<file path="src/rtl/router_pkg.sv">
// Shared router definitions: packet width, token packet, arbiter state and
// requester ID encodings, plus a requester-ID to ack-vector helper.
package router_pkg;

    localparam int PKT_W = 55;

    localparam logic [PKT_W-1:0] TOKEN_PKT = 55'h2A_5A5A_C3C3_0F0F;

    typedef enum logic [1:0] {
        ST_IDLE        = 2'd0,
        ST_LOAD        = 2'd1,
        ST_WAIT_ACCEPT = 2'd2,
        ST_WAIT_DONE   = 2'd3
    } arb_state_e;

    localparam logic [1:0] ID_FWD  = 2'd0;
    localparam logic [1:0] ID_NODE = 2'd1;
    localparam logic [1:0] ID_TOK  = 2'd2;

    // Ack vector bit order is {Tok, Node, Fwd}
    function automatic logic [2:0] ack_onehot(input logic [1:0] id);
        logic [2:0] vec;
        case (id)
            ID_FWD:  vec = 3'b001;
            ID_NODE: vec = 3'b010;
            ID_TOK:  vec = 3'b100;
            default: vec = 3'b000;
        endcase
        return vec;
    endfunction

endpackage

</file>
<file path="src/rtl/rr_arb3.sv">
// Three-way combinational round-robin picker; the search starts at the
// requester following the one granted last.
module rr_arb3
    import router_pkg::*;
(
    input  logic [2:0] req,
    input  logic [1:0] last,
    output logic [1:0] grant,
    output logic       any
);

    logic [1:0] first_s;
    logic [1:0] second_s;
    logic [1:0] third_s;
    logic [3:0] req_pad_s;

    assign req_pad_s = {1'b0, req};

    // Rotate the search order behind the last grant
    always_comb begin
        case (last)
            ID_FWD: begin
                first_s  = ID_NODE;
                second_s = ID_TOK;
                third_s  = ID_FWD;
            end
            ID_NODE: begin
                first_s  = ID_TOK;
                second_s = ID_FWD;
                third_s  = ID_NODE;
            end
            default: begin
                first_s  = ID_FWD;
                second_s = ID_NODE;
                third_s  = ID_TOK;
            end
        endcase
    end

    // First active requester in rotated order wins
    always_comb begin
        grant = first_s;
        any   = 1'b0;
        if (req_pad_s[first_s]) begin
            grant = first_s;
            any   = 1'b1;
        end else if (req_pad_s[second_s]) begin
            grant = second_s;
            any   = 1'b1;
        end else if (req_pad_s[third_s]) begin
            grant = third_s;
            any   = 1'b1;
        end else begin
            grant = first_s;
            any   = 1'b0;
        end
    end

endmodule

</file>
<file path="src/rtl/tx_arbiter.sv">
// Transmit arbiter: round-robin grant between forward, node and token
// requesters, then a valid/ready handshake and shift-completion wait.
module tx_arbiter
    import router_pkg::*;
#(
    parameter int unsigned TIMEOUT_CYCLES = 255
) (
    input  logic             Clk_R,
    input  logic             Rst_n,
    input  logic             Fwd_Req,
    input  logic [PKT_W-1:0] Fwd_Data,
    input  logic             Node_Req,
    input  logic [PKT_W-1:0] Node_Data,
    input  logic             Tok_Req,
    output logic             Fwd_Ack,
    output logic             Node_Ack,
    output logic             Tok_Ack,
    input  logic             TX_Data_Ready,
    output logic             TX_Data_Valid,
    output logic [PKT_W-1:0] TX_Data,
    output logic             Tx_Err,
    output logic [15:0]      Pkt_Count
);

    localparam logic [15:0] TO_LAST = 16'(TIMEOUT_CYCLES - 1);

    arb_state_e       state_r;
    arb_state_e       state_s;
    logic [1:0]       grant_r;
    logic [1:0]       grant_s;
    logic [PKT_W-1:0] tx_data_r;
    logic [PKT_W-1:0] tx_data_s;
    logic             tx_valid_r;
    logic             tx_valid_s;
    logic [2:0]       ack_r;
    logic [2:0]       ack_s;
    logic             err_r;
    logic             err_s;
    logic [15:0]      pkt_count_r;
    logic [15:0]      pkt_count_s;
    logic [15:0]      cnt_r;
    logic [15:0]      cnt_s;
    logic             seen_low_r;
    logic             seen_low_s;

    logic [1:0]       arb_grant_s;
    logic             arb_any_s;
    logic             can_grant_s;
    logic             wa_hs_s;
    logic             wa_to_s;
    logic             wd_done_s;

    rr_arb3 u_rr_arb3 (
        .req   ({Tok_Req, Node_Req, Fwd_Req}),
        .last  (grant_r),
        .grant (arb_grant_s),
        .any   (arb_any_s)
    );

    // No grant while an ack is out, so the acked requester can drop its request
    assign can_grant_s = arb_any_s & (ack_r == 3'b000);
    assign wa_hs_s     = (state_r == ST_WAIT_ACCEPT) & TX_Data_Ready;
    assign wa_to_s     = (state_r == ST_WAIT_ACCEPT) & ~TX_Data_Ready & (cnt_r == TO_LAST);
    assign wd_done_s   = (state_r == ST_WAIT_DONE) & TX_Data_Ready &
                         (seen_low_r | (cnt_r == TO_LAST));

    // State register
    always_ff @(posedge Clk_R or negedge Rst_n) begin
        if (!Rst_n) begin
            state_r <= ST_IDLE;
        end else begin
            state_r <= state_s;
        end
    end

    // Next-state logic
    always_comb begin
        state_s = state_r;
        case (state_r)
            ST_IDLE: begin
                if (can_grant_s) state_s = ST_LOAD;
                else             state_s = ST_IDLE;
            end
            ST_LOAD: state_s = ST_WAIT_ACCEPT;
            ST_WAIT_ACCEPT: begin
                if (wa_hs_s)      state_s = ST_WAIT_DONE;
                else if (wa_to_s) state_s = ST_IDLE;
                else              state_s = ST_WAIT_ACCEPT;
            end
            ST_WAIT_DONE: begin
                if (wd_done_s) state_s = ST_IDLE;
                else           state_s = ST_WAIT_DONE;
            end
            default: state_s = ST_IDLE;
        endcase
    end

    // Next values of the registered outputs and datapath
    always_comb begin
        grant_s     = grant_r;
        tx_data_s   = tx_data_r;
        tx_valid_s  = tx_valid_r;
        ack_s       = 3'b000;
        err_s       = err_r;
        pkt_count_s = pkt_count_r;
        cnt_s       = cnt_r;
        seen_low_s  = seen_low_r;
        case (state_r)
            ST_IDLE: begin
                if (can_grant_s) begin
                    grant_s = arb_grant_s;
                    case (arb_grant_s)
                        ID_FWD:  tx_data_s = Fwd_Data;
                        ID_NODE: tx_data_s = Node_Data;
                        default: tx_data_s = TOKEN_PKT;
                    endcase
                end else begin
                    grant_s = grant_r;
                end
            end
            ST_LOAD: begin
                tx_valid_s = 1'b1;
                cnt_s      = 16'd0;
            end
            ST_WAIT_ACCEPT: begin
                if (wa_hs_s) begin
                    tx_valid_s = 1'b0;
                    cnt_s      = 16'd0;
                    seen_low_s = 1'b0;
                end else if (wa_to_s) begin
                    tx_valid_s = 1'b0;
                    err_s      = 1'b1;
                    ack_s      = ack_onehot(grant_r);
                end else begin
                    cnt_s = cnt_r + 16'd1;
                end
            end
            ST_WAIT_DONE: begin
                if (wd_done_s) begin
                    ack_s       = ack_onehot(grant_r);
                    pkt_count_s = pkt_count_r + 16'd1;
                end else begin
                    cnt_s = cnt_r + 16'd1;
                    if (!TX_Data_Ready) seen_low_s = 1'b1;
                    else                seen_low_s = seen_low_r;
                end
            end
            default: begin
                tx_valid_s = 1'b0;
            end
        endcase
    end

    // Datapath and output registers
    always_ff @(posedge Clk_R or negedge Rst_n) begin
        if (!Rst_n) begin
            grant_r     <= ID_TOK;
            tx_data_r   <= '0;
            tx_valid_r  <= 1'b0;
            ack_r       <= 3'b000;
            err_r       <= 1'b0;
            pkt_count_r <= 16'd0;
            cnt_r       <= 16'd0;
            seen_low_r  <= 1'b0;
        end else begin
            grant_r     <= grant_s;
            tx_data_r   <= tx_data_s;
            tx_valid_r  <= tx_valid_s;
            ack_r       <= ack_s;
            err_r       <= err_s;
            pkt_count_r <= pkt_count_s;
            cnt_r       <= cnt_s;
            seen_low_r  <= seen_low_s;
        end
    end

    assign TX_Data_Valid = tx_valid_r;
    assign TX_Data       = tx_data_r;
    assign Fwd_Ack       = ack_r[0];
    assign Node_Ack      = ack_r[1];
    assign Tok_Ack       = ack_r[2];
    assign Tx_Err        = err_r;
    assign Pkt_Count     = pkt_count_r;

endmodule

</file>
<file path="config.mk">
export PLATFORM = sky130hd
export DESIGN_NAME = tx_arbiter
export DESIGN_NICKNAME = d
export VERILOG_FILES = /design/src/rtl/router_pkg.sv /design/src/rtl/rr_arb3.sv /design/src/rtl/tx_arbiter.sv
export SDC_FILE = /design/constraint.sdc
export NUM_CORES = 1
export LEC_CHECK = 0
export ABC_AREA = 1
export CAP_MARGIN = 20
export CORE_MARGIN = 8
export CORE_UTILIZATION = 49
export DETAILED_ROUTE_END_ITERATION = 10
export PLACE_DENSITY = 0.95
export SYNTH_ARGS = -nofsm -noshare
export SYNTH_HDL_FRONTEND = slang
export SYNTH_SLANG_ARGS = --single-unit
</file>
<file path="constraint.sdc">
create_clock -name Clk_R -period 6.1 [get_ports Clk_R]
set_clock_uncertainty 0.15 [all_clocks]
set_input_delay 0.915 -clock Clk_R [delete_from_list [all_inputs] [get_ports Clk_R]]
set_output_delay 0.915 -clock Clk_R [all_outputs]
set_load 0.05 [all_outputs]
</file>
-- After elaboration in Yosys (flattened, before gate mapping)
Index checks and enable logic that the tools add are counted.
- logic and storage cells: 85
- bits of input ports: 116
- output and inout port bits: 76
- flip-flop bits (word level): 97
- bitwise gates (word level): 9
- mux-type cells: 37
- magnitude comparators: 3
- eq/ne operators: 12
- reduce and logical (&&, ||, !) cells: 13
- add/subtract/negate cells: 2
- operator list (operator ; count):
    one-hot mux 55 bit (2 select lines) ; 1
    two-way mux 16 bit ; 3
    one-hot mux 16 bit (3 select lines) ; 1
    adder 16 x 1 -> 16 bit, second input constant ; 2
    == test 16 x 8 -> 1 bit, second input constant ; 1
    two-way mux 1 bit ; 12
    two-way mux 2 bit ; 6
    one-hot mux 2 bit (2 select lines) ; 3
    < comparator 2 x 3 -> 1 bit, second input constant ; 3
    two-way mux 3 bit ; 3
    one-hot mux 3 bit (3 select lines) ; 1
    one-hot mux 2 bit (4 select lines) ; 1
    bitwise AND 1 bit ; 6
    binary-select mux 1 bit (select 2 bit) ; 3
    == test 2 x 1 -> 1 bit, second input constant ; 3
    == test 2 bit, second input constant ; 3
    zero test 2 bit ; 3
    inequality test 2 bit, second input constant ; 3
    inequality test 3 bit, second input constant ; 2
    one-hot mux 3 bit (2 select lines) ; 1
    AND reduction 2 bit ; 3
    AND reduction 3 bit ; 2
    one-hot mux 1 bit (2 select lines) ; 2
    AND reduction 4 bit ; 1
    5 further kinds ; 7

-- Longest topological paths before layout
- depth after elaboration: 10
- depth in mapped cells: 15
- mapped depth without buffers: 13

-- Cells and area by module
Synthesis repeated with hierarchy kept, for this count alone.
- cells, all modules: 630
- area, all modules: 5046.1 sq um
- by module, submodules not included (module ; instances ; seq. area each (sq um) ; cells each ; area an instance (sq um)):
    tx_arbiter ; 1 ; 2428.6 ; 588 ; 4849.7
    rr_arb3 ; 1 ; 0.0 ; 42 ; 196.4

-- Least setup slack after synthesis
OpenSTA, ideal clock, no wires.
- kind: input to register
- start point: input Tok_Req
- end point: register tx_data_r[37] (netlist: TX_Data[37])
- arrival: 1.968 ns
- setup time: 0.118 ns
- slack: 3.864 ns
- cell stages on the path: 12
- cell sequence: inv_1 > nor2_1 > nor3_2 > nand2_1 > nand2_4 > nand2_4 > buf_6 > buf_6 > nand3_1 > nand2_1 > nand2_1 > nand2_1
- cells in the longest elaborated chain, start to end: 7
- ends and longest elaborated chain (element ; line ; text):
    start: declaration ; tx_arbiter.sv:14 ; input logic Tok_Req,
    binary-select mux 1 bit (select 2 bit) ; rr_arb3.sv:50 ; end else if (req_pad_s[third_s]) begin
    two-way mux 1 bit (not written as such) ; rr_arb3.sv:50 ;
    two-way mux 2 bit / two-way mux 1 bit (equally long branches) ; rr_arb3.sv:50 ;
    two-way mux 2 bit / two-way mux 1 bit (equally long branches) ; rr_arb3.sv:47 ; end else if (req_pad_s[second_s]) begin
    two-way mux 2 bit / two-way mux 1 bit (equally long branches) ; rr_arb3.sv:44 ; if (req_pad_s[first_s]) begin
    == test 2 x 1 -> 1 bit (tied with other cells) ; tx_arbiter.sv:112 ; case (arb_grant_s)
    one-hot mux 55 bit (2 select lines) / AND reduction 2 bit (equally long branches) ; -- ;
    end signal: assignment ; tx_arbiter.sv:167 ; tx_data_r <= tx_data_s;
    end: declaration ; tx_arbiter.sv:31 ; logic [PKT_W-1:0] tx_data_r;
Parallel ways exist; a longest one is shown, timed or not. The select of a mux whose other input is x is not followed.
A chain may end at the register's enable or synchronous reset.

-- Worst setup path after layout
- start point: input Fwd_Req
- end point: register tx_data_r[43] (netlist: TX_Data[43])
- cells in the longest elaborated chain, start to end: 7
- ends and longest elaborated chain (element ; line ; text):
    start: declaration ; tx_arbiter.sv:10 ; input logic Fwd_Req,
    binary-select mux 1 bit (select 2 bit) ; rr_arb3.sv:50 ;
    two-way mux 1 bit (not written as such) ; rr_arb3.sv:50 ;
    two-way mux 2 bit / two-way mux 1 bit (equally long branches) ; rr_arb3.sv:50 ;
    two-way mux 2 bit / two-way mux 1 bit (equally long branches) ; rr_arb3.sv:47 ;
    two-way mux 2 bit / two-way mux 1 bit (equally long branches) ; rr_arb3.sv:44 ;
    == test 2 x 1 -> 1 bit (tied with other cells) ; tx_arbiter.sv:112 ;
    one-hot mux 55 bit (2 select lines) / AND reduction 2 bit (equally long branches) ; -- ;
Parallel ways exist; a longest one is shown, timed or not. The select of a mux whose other input is x is not followed.

==> key figures <==
Outcome
  • Outcome: completed

Worst setup path
  • Reg-to-reg startpoint: grant_r[1]
  • Crit Path Max Fanout: 31
  • FF-to-FF path depth: 9
  • Setup crit end: TX_Data[43]
  • Worst EP required: around 6.2 ns
  • Crit. Startpoint: Fwd_Req
  • R2r setup slk: about 3.3 ns
  • Startpoint Class: primary input
  • Setup Crit Path Kind: primary input to register
  • Arrival time at the worst endpoint: around 3.2 ns
  • Nature of the critical path endpoint: register
  • RR Endpoint: TX_Data[43]

Die
  • Core Area: 0.01084 mm^2
  • Cell row count: 38
  • Chip Width: approximately 120 um
  • I/O pin count: ~190
  • Initial Util: 50.38%
  • Die area: approximately 0.015 mm^2
  • Die span in y: ~120 um

Global routing
  • Antenna violations before repair: 0
  • Grt total ovfl: 0
  • Largest net degree at the start of global routing: 60
  • Number of global-route vias before repair: between 5000 and 6000
  • Total track usage: approximately 22%
  • Global-route wire length before repair: 26430 um

Final layout
  • Final instance area: about 0.0076 mm^2
  • Layout cells sized above 1: 3.767%
  • Ant diodes: 0
  • Area delta synth->final: 38.67%
  • # nets final: approximately 1000

STA
  • Achievable frequency: around 0.32 GHz
  • RSZ-0062 raised after global routing: false
  • TNS Setup: 0 ns
  • Hold Violations, Final: 0
  • Fin Hold WS: approximately 0.34 ns
  • Relative slew slack: around 36%
  • Final Setup Violations: 0
  • Worst-Margin Slew: roughly 0.95 ns
  • Slew Limit Fails: 0
  • Crit share post-route: 51.23%
  • Final worst path period need: around 3.1 ns

Synth
  • Area contributors post-synth: dfrtp_1 44%, nand2_1 20%, nand3_1 4.8%
  • Share of the synthesized area in the top cell type: ~44%
  • Cell accounting for the most synthesized area: dfrtp_1
  • Syn Nets: slightly below 900
  • Distinct cells, synth: 31
  • Most common cell in the synthesized netlist: nand2_1
  • Mapped Avg Cell Area: about 7.3 um^2
  • FFs w/ async S/R, synth: between 90% and 100%
  • Post-Syn Area: roughly 0.0055 mm^2
  • Yosys reg bits: 97
  • Seq/Total Area, Yosys: between 40 and 50%
  • Synth Warn #: 0
  • Post-Syn Instances: 753
  • Post-synth top cells: 292 x nand2_1, 96 x dfrtp_1, 67 x nor2_1
  • Top FF cell, synth: dfrtp_1
  • Number of synthesized flops with an enable pin: 0

Clock network
  • Postcts setup bufs: 0
  • CTS resizes: 0
  • Cts hold-fix bufs: 0
  • Clk buf depth: 2
  • Clk Latency, worst-skew pair: roughly 0.37 ns
  • Clock transition at the registers of the reported paths: 0.09 ns
  • CTS sink count: 97
  • H-Tree Depth: 3
  • Clock Tree Root: clkbuf_8
  • Cts bufs inserted: 9
  • CTS tree: done

Detailed routing
  • # DRC: 0
  • Routed Antenna Nets: 0
  • Detailed Route Iter0 Violations: 504
  • Routed WL: between 15000 and 20000 um
  • DRT Pass-1 Iters: 6
  • DR WL/cell: approximately 15 um
  • Vias per inst: ~5.2
  • Total number of vias: roughly 5600

Place
  • Placed cell areas: about 0.0074 mm^2
  • RePlAce Congestion: 0.9295
  • HPWL Detailed: 12320 um
  • PortBufs: approximately 190

Worst hold path
  • Hold Crit Class: register to register
  • Hold path cells: 2

Pwr
  • Final Power: approximately 3900 uW
  • Power Density: roughly 510 mW/mm^2
  • VDD IR max: between 300 and 400 uV
  • Leak pwr: roughly 0.0035 uW

Job
  • Max Cap Viol: 0
through the flow:
stage / setup WS, ns / utilization [%] / cells
2_1_floorplan: 3.864 / - / 753
3_3_place_gp: 2.529 / 68.12 / 1052
3_5_place_dp: 2.379 / 68.12 / 1052
4_1_cts: 2.735 / 69.76 / 1068
5_1_grt: 2.776 / 69.86 / 1069
6_report: 2.975 / 69.86 / 1069
final cells by class:
cell class / instances / area (um^2)
well taps: 140 / 175.2
inverters: 53 / 201.4
multi-input cells: 568 / 2648
clock inverters: 7 / 53.80
clock buffers: 9 / 123.9
flip-flops and latches: 97 / 2429
repair buffers: 195 / 1943
fillers: 868 / 3267
state kept, by name, summed over array words and instances, names as in the netlist:
register	count
TX_Data_Valid	1
Pkt_Count	16
ack_r	3
seen_low_r	1
grant_r	2
cnt_r	16
TX_Data	55
state_r	2
Tx_Err	1
per-layer routing:
layer  routed length [um]  vias up  track usage [%]
li1                     -     2748                -
met1                 6402     2569            25.04
met2                 7888      241            37.17
met3                 1592       40            7.867
met4                  472        0            8.867
met5                    0        -                0
layout by cell type, fill, tap and decap left out, drive strengths merged:
| cell type | netlist | routed |
|---|---|---|
| o21ai | 53 | 53 |
| nand3b | 27 | 27 |
| clkbuf | 13 | 9 |
| o22ai | 2 | 2 |
| clkinvlp | 0 | 2 |
| nor4 | 1 | 1 |
| a211oi | 5 | 5 |
| a21oi | 2 | 2 |
| nand3 | 52 | 52 |
| or2 | 1 | 1 |
| xnor2 | 8 | 8 |
| o2111ai | 5 | 5 |
| nor3 | 16 | 16 |
| nor2 | 69 | 69 |
| inv | 53 | 56 |
| dfstp | 1 | 1 |
| nand2 | 298 | 298 |
| nand4 | 14 | 14 |
| clkdlybuf4s50 | 0 | 190 |
| dfrtp | 96 | 96 |
| clkinv | 0 | 2 |
| xor2 | 12 | 12 |
| ha | 3 | 3 |
| buf | 22 | 5 |
cells by family (layout without fill, tap and decap cells):
group	Yosys count	count (layout)	synth area share, %
buffers and inverters	88	264	7.148
and+or+nand+nor	478	478	37.73
adders and majority gates	3	3	0.6874
AOI/OAI and AO/OA	67	67	6.758
xor gates and xnor gates	20	20	3.207
DFF	97	97	44.47
worst min path at each step:
stage	start	endpoint	slack, ns
after global routing	Tx_Err	Tx_Err	0.36
after floorplan	seen_low_r	seen_low_r	0.34
after CTS	TX_Data[52]	TX_Data[52]	0.34
after global placement	Tx_Err	Tx_Err	0.31
final	TX_Data[7]	TX_Data[7]	0.34
after detailed placement	TX_Data[52]	TX_Data[52]	0.32
report_power, final:
group,switching (uW),internal (uW),leakage (uW),total (uW)
logic,1700,747,0.00218,2450
clock network,243,153,0.0000879,396
registers,175,871,0.00124,1050
worst max-delay path, stage by stage:
cell and delay, ns:
clkdlybuf4s50_1 0.46, nand2_1 0.09, inv_1 0.05, nor3_2 0.22, nand2_2 0.39, nand2_4 0.49
nand2_4 0.28, nor2_1 0.18, o21ai_0 0.10
(Power assumes the default switching activity.)
